===== config.mk =====
export PLATFORM = sky130hd
export DESIGN_NAME = bist_controller_flat
export DESIGN_NICKNAME = d
export VERILOG_FILES = /design/src/rtl/bist_controller_if.sv /design/src/rtl/bist_controller.sv /design/src/flat_wrapper.sv
export SDC_FILE = /design/constraint.sdc
export NUM_CORES = 1
export LEC_CHECK = 0
export ABC_AREA = 1
export CORE_MARGIN = 5
export CORE_UTILIZATION = 49
export DETAILED_ROUTE_END_ITERATION = 6
export GPL_TIMING_DRIVEN = 0
export MAX_ROUTING_LAYER = met4
export PLACE_DENSITY = 0.92
export SLEW_MARGIN = 20
export SYNTH_ARGS = -nofsm -noshare
export SYNTH_HDL_FRONTEND = slang
export SYNTH_SLANG_ARGS = --single-unit

===== constraint.sdc =====
create_clock -name clk -period 2.4 [get_ports clk]
set_input_delay 0.48 -clock clk [delete_from_list [all_inputs] [get_ports clk]]
set_output_delay 0.48 -clock clk [all_outputs]
set_load 0.05 [all_outputs]

===== src/rtl/bist_controller_if.sv =====
// Handshake and data bundle between the test access logic, the BIST
// sequencer and the adder datapath's reset/enable/MISR connections.
interface bist_controller_if #(
    parameter int unsigned SIG_W = 17,
    parameter int unsigned CNT_W = 16
);
    logic             start;
    logic             abort;
    logic [CNT_W-1:0] num_patterns;
    logic [SIG_W-1:0] golden_sig;
    logic             misr_valid;
    logic [SIG_W-1:0] misr_sig;
    logic             bist_reset;
    logic             bist_enable;
    logic             busy;
    logic             done;
    logic             pass;
    logic             err;
    logic [SIG_W-1:0] sig_out;
    logic [CNT_W-1:0] pat_count;

    // Test access side plus datapath MISR feed
    modport master (
        output start, abort, num_patterns, golden_sig, misr_valid, misr_sig,
        input  bist_reset, bist_enable, busy, done, pass, err, sig_out, pat_count
    );

    // Sequencer side
    modport slave (
        input  start, abort, num_patterns, golden_sig, misr_valid, misr_sig,
        output bist_reset, bist_enable, busy, done, pass, err, sig_out, pat_count
    );
endinterface


===== src/rtl/bist_controller.sv =====
// BIST session sequencer: clears the adder datapath, runs N enable cycles,
// drains the pipeline, captures the MISR signature and grades it.
// SIG_W/CNT_W must match the parameters of the connected interface.
module bist_controller #(
    parameter int unsigned SIG_W     = 17,
    parameter int unsigned CNT_W     = 16,
    parameter int unsigned CLR_CYC   = 2,
    parameter int unsigned FLUSH_CYC = 4
) (
    input logic               clk,
    input logic               reset,
    bist_controller_if.slave  bus
);
    localparam int unsigned PH_MAX = (CLR_CYC > FLUSH_CYC) ? CLR_CYC : FLUSH_CYC;
    localparam int unsigned PH_W   = (PH_MAX > 1) ? $clog2(PH_MAX) : 1;
    localparam logic [PH_W-1:0] CLR_LAST   = PH_W'(CLR_CYC - 1);
    localparam logic [PH_W-1:0] FLUSH_LAST = PH_W'(FLUSH_CYC - 1);

    typedef enum logic [2:0] {
        IDLE, CLEAR, RUN, FLUSH, COMPARE, DONE
    } state_t;

    state_t           state;
    logic [CNT_W-1:0] n_lat;
    logic [PH_W-1:0]  phase;
    logic             seen_valid;

    // Session sequencer with all outputs registered
    always_ff @(posedge clk) begin
        if (reset) begin
            state           <= IDLE;
            n_lat           <= '0;
            phase           <= '0;
            seen_valid      <= 1'b0;
            bus.bist_reset  <= 1'b1;
            bus.bist_enable <= 1'b0;
            bus.busy        <= 1'b0;
            bus.done        <= 1'b0;
            bus.pass        <= 1'b0;
            bus.err         <= 1'b0;
            bus.sig_out     <= '0;
            bus.pat_count   <= '0;
        end else begin
            bus.done <= 1'b0;
            case (state)
                IDLE: begin
                    if (bus.start) begin
                        bus.pat_count <= '0;
                        bus.sig_out   <= '0;
                        bus.pass      <= 1'b0;
                        seen_valid    <= 1'b0;
                        bus.busy      <= 1'b1;
                        if (bus.num_patterns != '0) begin
                            n_lat   <= bus.num_patterns;
                            phase   <= '0;
                            bus.err <= 1'b0;
                            state   <= CLEAR;
                        end else begin
                            bus.err  <= 1'b1;
                            bus.done <= 1'b1;
                            state    <= DONE;
                        end
                    end
                end
                CLEAR: begin
                    if (bus.abort) begin
                        bus.err  <= 1'b1;
                        bus.done <= 1'b1;
                        state    <= DONE;
                    end else if (phase == CLR_LAST) begin
                        bus.bist_reset  <= 1'b0;
                        bus.bist_enable <= 1'b1;
                        state           <= RUN;
                    end else begin
                        phase <= phase + 1'b1;
                    end
                end
                RUN: begin
                    // The enable issued during this cycle is counted at its closing edge,
                    // including the cycle in which an abort is sampled.
                    if (bus.pat_count != n_lat)
                        bus.pat_count <= bus.pat_count + 1'b1;
                    if (bus.misr_valid)
                        seen_valid <= 1'b1;
                    if (bus.abort) begin
                        bus.bist_enable <= 1'b0;
                        bus.err         <= 1'b1;
                        bus.done        <= 1'b1;
                        state           <= DONE;
                    end else if (CNT_W'(bus.pat_count + 1'b1) == n_lat) begin
                        bus.bist_enable <= 1'b0;
                        phase           <= '0;
                        state           <= FLUSH;
                    end
                end
                FLUSH: begin
                    if (bus.misr_valid)
                        seen_valid <= 1'b1;
                    if (bus.abort) begin
                        bus.err  <= 1'b1;
                        bus.done <= 1'b1;
                        state    <= DONE;
                    end else if (phase == FLUSH_LAST) begin
                        state <= COMPARE;
                    end else begin
                        phase <= phase + 1'b1;
                    end
                end
                COMPARE: begin
                    bus.sig_out <= bus.misr_sig;
                    bus.pass    <= seen_valid && (bus.misr_sig == bus.golden_sig);
                    bus.err     <= !seen_valid;
                    bus.done    <= 1'b1;
                    state       <= DONE;
                end
                DONE: begin
                    bus.busy       <= 1'b0;
                    bus.bist_reset <= 1'b1;
                    state          <= IDLE;
                end
                default: begin
                    state <= IDLE;
                end
            endcase
        end
    end
endmodule


===== src/flat_wrapper.sv =====
// flat-port wrapper written by rule: the top's interface ports become plain ports
module bist_controller_flat 
#(
    parameter int unsigned SIG_W     = 17,
    parameter int unsigned CNT_W     = 16,
    parameter int unsigned CLR_CYC   = 2,
    parameter int unsigned FLUSH_CYC = 4
)
  (clk, reset, bus_start, bus_abort, bus_num_patterns, bus_golden_sig, bus_misr_valid, bus_misr_sig, bus_bist_reset, bus_bist_enable, bus_busy, bus_done, bus_pass, bus_err, bus_sig_out, bus_pat_count);
  bist_controller_if #(.SIG_W(SIG_W), .CNT_W(CNT_W)) bus_i ();
  input logic clk;
  input logic reset;
  input wire logic [$bits(bus_i.start)-1:0] bus_start;
  input wire logic [$bits(bus_i.abort)-1:0] bus_abort;
  input wire logic [$bits(bus_i.num_patterns)-1:0] bus_num_patterns;
  input wire logic [$bits(bus_i.golden_sig)-1:0] bus_golden_sig;
  input wire logic [$bits(bus_i.misr_valid)-1:0] bus_misr_valid;
  input wire logic [$bits(bus_i.misr_sig)-1:0] bus_misr_sig;
  output wire logic [$bits(bus_i.bist_reset)-1:0] bus_bist_reset;
  output wire logic [$bits(bus_i.bist_enable)-1:0] bus_bist_enable;
  output wire logic [$bits(bus_i.busy)-1:0] bus_busy;
  output wire logic [$bits(bus_i.done)-1:0] bus_done;
  output wire logic [$bits(bus_i.pass)-1:0] bus_pass;
  output wire logic [$bits(bus_i.err)-1:0] bus_err;
  output wire logic [$bits(bus_i.sig_out)-1:0] bus_sig_out;
  output wire logic [$bits(bus_i.pat_count)-1:0] bus_pat_count;
  assign bus_i.start = bus_start;
  assign bus_i.abort = bus_abort;
  assign bus_i.num_patterns = bus_num_patterns;
  assign bus_i.golden_sig = bus_golden_sig;
  assign bus_i.misr_valid = bus_misr_valid;
  assign bus_i.misr_sig = bus_misr_sig;
  assign bus_bist_reset = bus_i.bist_reset;
  assign bus_bist_enable = bus_i.bist_enable;
  assign bus_busy = bus_i.busy;
  assign bus_done = bus_i.done;
  assign bus_pass = bus_i.pass;
  assign bus_err = bus_i.err;
  assign bus_sig_out = bus_i.sig_out;
  assign bus_pat_count = bus_i.pat_count;
  bist_controller #(.SIG_W(SIG_W), .CNT_W(CNT_W), .CLR_CYC(CLR_CYC), .FLUSH_CYC(FLUSH_CYC)) u_core (.clk(clk), .reset(reset), .bus(bus_i));
endmodule

# Word level (Yosys, flattened, before mapping)
# Index checks and enable logic that the tools add are counted.
# Widths: inputs -> output; s select.
[op_classes]
n_addsub = 2
multipliers = 0
div = 0
order_cmp = 0
n_eq_ne = 25
n_shift = 0
n_mux = 44
n_bitwise = 0
reduce_logical = 24
[ops]
columns = ["op", "n"]
rows = [
  ["$pmux 17 s2", 1],
  ["$mux 16", 2],
  ["$pmux 16 s2", 1],
  ["$mux 3", 8],
  ["$eq 17x17->1", 1],
  ["$mux 17", 1],
  ["$add 16x1->16 const B", 1],
  ["$eq 16x16->1", 1],
  ["$mux 2", 8],
  ["$ne 16x16->1", 1],
  ["$reduce_bool 16->1", 1],
  ["$pmux 3 s5", 1],
  ["$reduce_and 3->1", 5],
  ["$mux 1", 14],
  ["$ne 2x1->1 const B", 6],
  ["$ne 2x2->1 const B", 6],
  ["$reduce_bool 2->1", 6],
  ["$pmux 1 s2", 5],
  ["$ne 3x2->1 const B", 3],
  ["$reduce_and 9->1", 1],
  ["$pmux 2 s4", 1],
  ["$reduce_and 4->1", 2],
  ["$eq 3x2->1 const B", 2],
  ["$eq 3x3->1 const B", 2],
  ["other kinds (13)", 15],
]
[word_totals]
reg_bits = 61
latchBits = 0
mem_bits_rw = 0
romBits = 0
out_inout_bits = 39
memories = 0

# Depth between registers and ports, before layout
[logic_depth]
depth_word = 5
mapped_depth = 14
depth_no_buf = 14

# Worst setup path after synthesis
# OpenSTA, ideal clock, no wires.
[synth_timing]
path_kind = "flip-flop to flip-flop"
start = "register u_core.bus.pat_count[1]"
end = "register u_core.state[0]"
setup_time_ps = 115
t_arrival_ps = 2132
required_ps = 2285
setup_slack_ps = 153
path_stages_with_launch = 12
n_path_buf = 0
period_less_slack_ps = 2247
path_cell_list = "dfxtp_1 -> ha_1 -> nand3_2 -> nor2_2 -> xnor2_1 -> inv_1 -> nor2_1 -> nand3_1 -> o21bai_4 -> nand3_1 -> nand2_1 -> nor2_1"
[synth_between]
elab_chain_cells = 4
[synth_lines]
columns = ["element", "line", "rtl"]
rows = [
  ["start, declared", "bist_controller_if.sv:31", "output bist_reset, bist_enable, busy, done, pass, err, sig_out, pat_count"],
  ["start signal, assigned", "bist_controller.sv:82", "bus.pat_count <= bus.pat_count + 1'b1;"],
  ["$add 16x1->16", "bist_controller.sv:90", "end else if (CNT_W'(bus.pat_count + 1'b1) == n_lat) begin"],
  ["$eq 16x16->1", "bist_controller.sv:90", ""],
  ["$ne 3x2->1 (no source line)", "n/a", ""],
  ["$reduce_and 4->1 (no source line)", "n/a", ""],
  ["end signal, assigned", "bist_controller.sv:89", "state <= DONE;"],
  ["end signal, assigned", "bist_controller.sv:93", "state <= FLUSH;"],
  ["end signal, assigned", "bist_controller.sv:102", "state <= DONE;"],
  ["end, declared", "bist_controller.sv:23", "state_t state;"],
]
# Every way passes these cells.
# A chain may end at the register's enable or synchronous reset.

# Final worst setup path
[layout_timing]
start = "register u_core.bus.pat_count[4]"
end = "output bus_pat_count[4]"
[layout_rtl]
columns = ["element", "line", "rtl"]
rows = [
  ["end, declared", "flat_wrapper.sv:26", "output wire logic [$bits(bus_i.pat_count)-1:0] bus_pat_count;"],
]
# No word-level cell between the ends.

==> flow_summary.yaml <==
clock_network:
  cts_hold_buf: 0
  cts_sinks: 61
  htree_num_levels: 3
  cts_tree: "yes"
  cts_buffers: 9
  cts_max_path_buffers: 2
  clk_pin_slew_ns: 0.08
  clock_latency_ns: 0.35
  cts.root.buffer_cell: "clkbuf_8"
sta:
  whs_ns: 0.469
  hold_viol: 0
  fin_setup_tns_ns: 0
  grt_setup_unrepaired: "false"
  slew_headroom: 0.576
  setup_viol: 0
  worst_pin_slew_ns: 0.633
  fin_ws_ns: 0.191
  report.final.slew_viol_count: 0
  fin_crit_sh: 0.921
  finClkSkew_ns: 0.00776
  min_period_ns: 2.21
  clock.fmax_ghz: 0.453
run_status:
  status: "completed"
synth:
  syn_nets: 602
  yosys_warnings: 0
  synth-seq-cells: 61
  yosysTopAreaCellShare: 0.346
  syn-cell-area_um2: 3530
  synthTopCellsByArea: "dfxtp_1, nand2_1, nor2_1, a21oi_1, inv_1"
  yosysUniqueCellTypes: 33
  yosysSeqAreaShare: 0.346
  syn_avg_cell_area_um2: 6.50
  netlist_instances: 544
  yosysTopAreaCell: "dfxtp_1"
flow_run:
  maxCapViolCount: 0
floorplan:
  die_h_um: 94.9
  rows: 31
  core_area_um2: 7140
  die_x_um: 94.9
  dieArea_um2: 9010
  ios: 94
  initial_core_util: 0.495
critical_path:
  cp_max_fo: 6
  crit_required_ns: 1.92
  worstPathArrival_ns: 1.73
  slowest_delay_ns: 0.87
  cp-start-kind: "register"
  path_delay_family: "buffers and inverters"
  endpoint_kind: "output port"
  cp_slowest_cell: "clkdlybuf4s50_1"
  crit_path_cell_trace: "clkdlybuf4s50_1"
  path_class: "register to output port"
  path_buf_inv: 1
routing:
  antenna_left: 0
  wire_per_inst_um: 14.6
  drc_errors: 0
  via_per_inst: 5.41
  wl_um: 11000
  drt_iter0_drc: 425
  drtPass1Iterations: 6
  vias: 4062
finish:
  layout_commonest_cell: "nand2_1"
  stdcell_count: 751
  n_fill_cell: 565
  layout.nets: 705
  final_cell_mix: "nand2_1, clkdlybuf4s50_1, nor2_1, dfxtp_1, inv_1"
  final_layout_size_suffix_gt1_frac: 0.0613
  area.growth.synth_to_final_pct: 36.2
  diodes: 0
global_routing:
  antenna_found_initial: 0
  overflow: 0
  grt_max_degree: 14
  grtUsageTotal: 0.261
  grt_pass1_wl_um: 18000
  grt_pass1_vias: 4009
placed_design:
  pre_cts_ws_ns: -0.0106
  dp.cells: 735
  hpwl_um: 8480
  place_congestion: 1.00
  portBuffers: 92
hold_path:
  min_path_type: "register to register"
pwr:
  ir_worst_vdd_uv: 552
  powerDensity_nw_per_um2: 1220
  total_power_uw: 5850
  p_leak_uw: 0.00196
cells in the mapped netlist:
cell,instances
nand2_1,142
nor2_1,73
dfxtp_1,61
inv_1,56
a21oi_1,45
o21ai_0,38
nand3_1,28
xor2_1,20
clkbuf_1,11
nand4_1,10
xnor2_1,10
nor4_1,8
nor3_1,7
nor2_2,4
buf_2,3
ha_1,3
or2_2,3
a22o_1,2
nand2_2,2
nor2_4,2
o2111ai_1,2
o21bai_1,2
o22ai_1,2
a21o_1,1
buf_4,1
clkinv_1,1
inv_2,1
nand2_4,1
nand3_2,1
nand3b_1,1
o211ai_2,1
o21bai_2,1
o21bai_4,1
area by class of cell:
class                      count  area (µm²)  area share
multi-input combinational    410        2030       0.422
sequential                    61        1220       0.254
timing repair buffer          92         921       0.191
inverter                      58         218      0.0452
clock buffer                   9         124      0.0257
tap                           99         124      0.0257
clock inverter                 7         106      0.0221
buffer                        15        63.8      0.0133
repair_timing:
item	in CTS	in global routing
setup buffers	0	0
setup endpoints to repair	0	6
gates resized for setup	0	3
endpoints found under the hold margin	0	0
where the power goes:
| part | internal (µW) | leakage, µW | switching (µW) |
|---|---|---|---|
| Sequential | 1310 | 0.000500 | 358 |
| Clock | 603 | 0.000116 | 489 |
| Combinational | 1070 | 0.00134 | 2030 |
| Total | 2980 | 0.00196 | 2870 |
cell families after synthesis:
group / synth area share
DFF: 0.346
xor gates and xnor gates: 0.0744
buffers and inverters: 0.0797
AOI/OAI and AO/OA: 0.149
adders and majority gates: 0.0106
and+or+nand+nor: 0.340
sequential cells by signal, summed over array words and instances, names as in the netlist, 2 cells and up:
name and flops:
u_core.n_lat 16, u_core.bus.sig_out 17, u_core.state 3, u_core.phase 2
u_core.bus.pat_count 16
layer usage:
metal	share of wire	global-route usage	wire length, µm	up-vias
met2	0.47	0.430	5180	223
met1	0.41	0.306	4460	1834
met3	0.096	0.0606	1060	38
li1	-	-	-	1967
met5	0	-	0	-
met4	0.026	0.108	291	0
per-stage QoR:
stage | cell area (µm²) | utilization
4_1_cts | 4810 | 0.674
3_3_place_gp | 4580 | 0.641
2_1_floorplan | 3530 | -
3_5_place_dp | 4580 | 0.641
5_1_grt | 4810 | 0.674
6_report | 4810 | 0.674
final timing paths:
check / from / to / slack (ns) / cells past startpoint
worst max-delay path: u_core.bus.pat_count[4] / bus_pat_count[4] / 0.19 / 1
worst min-delay path: u_core.bus.sig_out[7] / u_core.bus.sig_out[7] / 0.47 / 2
worst max register to register: u_core.state[1] / u_core.bus.pat_count[12] / 0.23 / 10
worst min register to register: u_core.bus.sig_out[7] / u_core.bus.sig_out[7] / 0.47 / 2
Note: power is estimated with default switching activity, not from simulation.
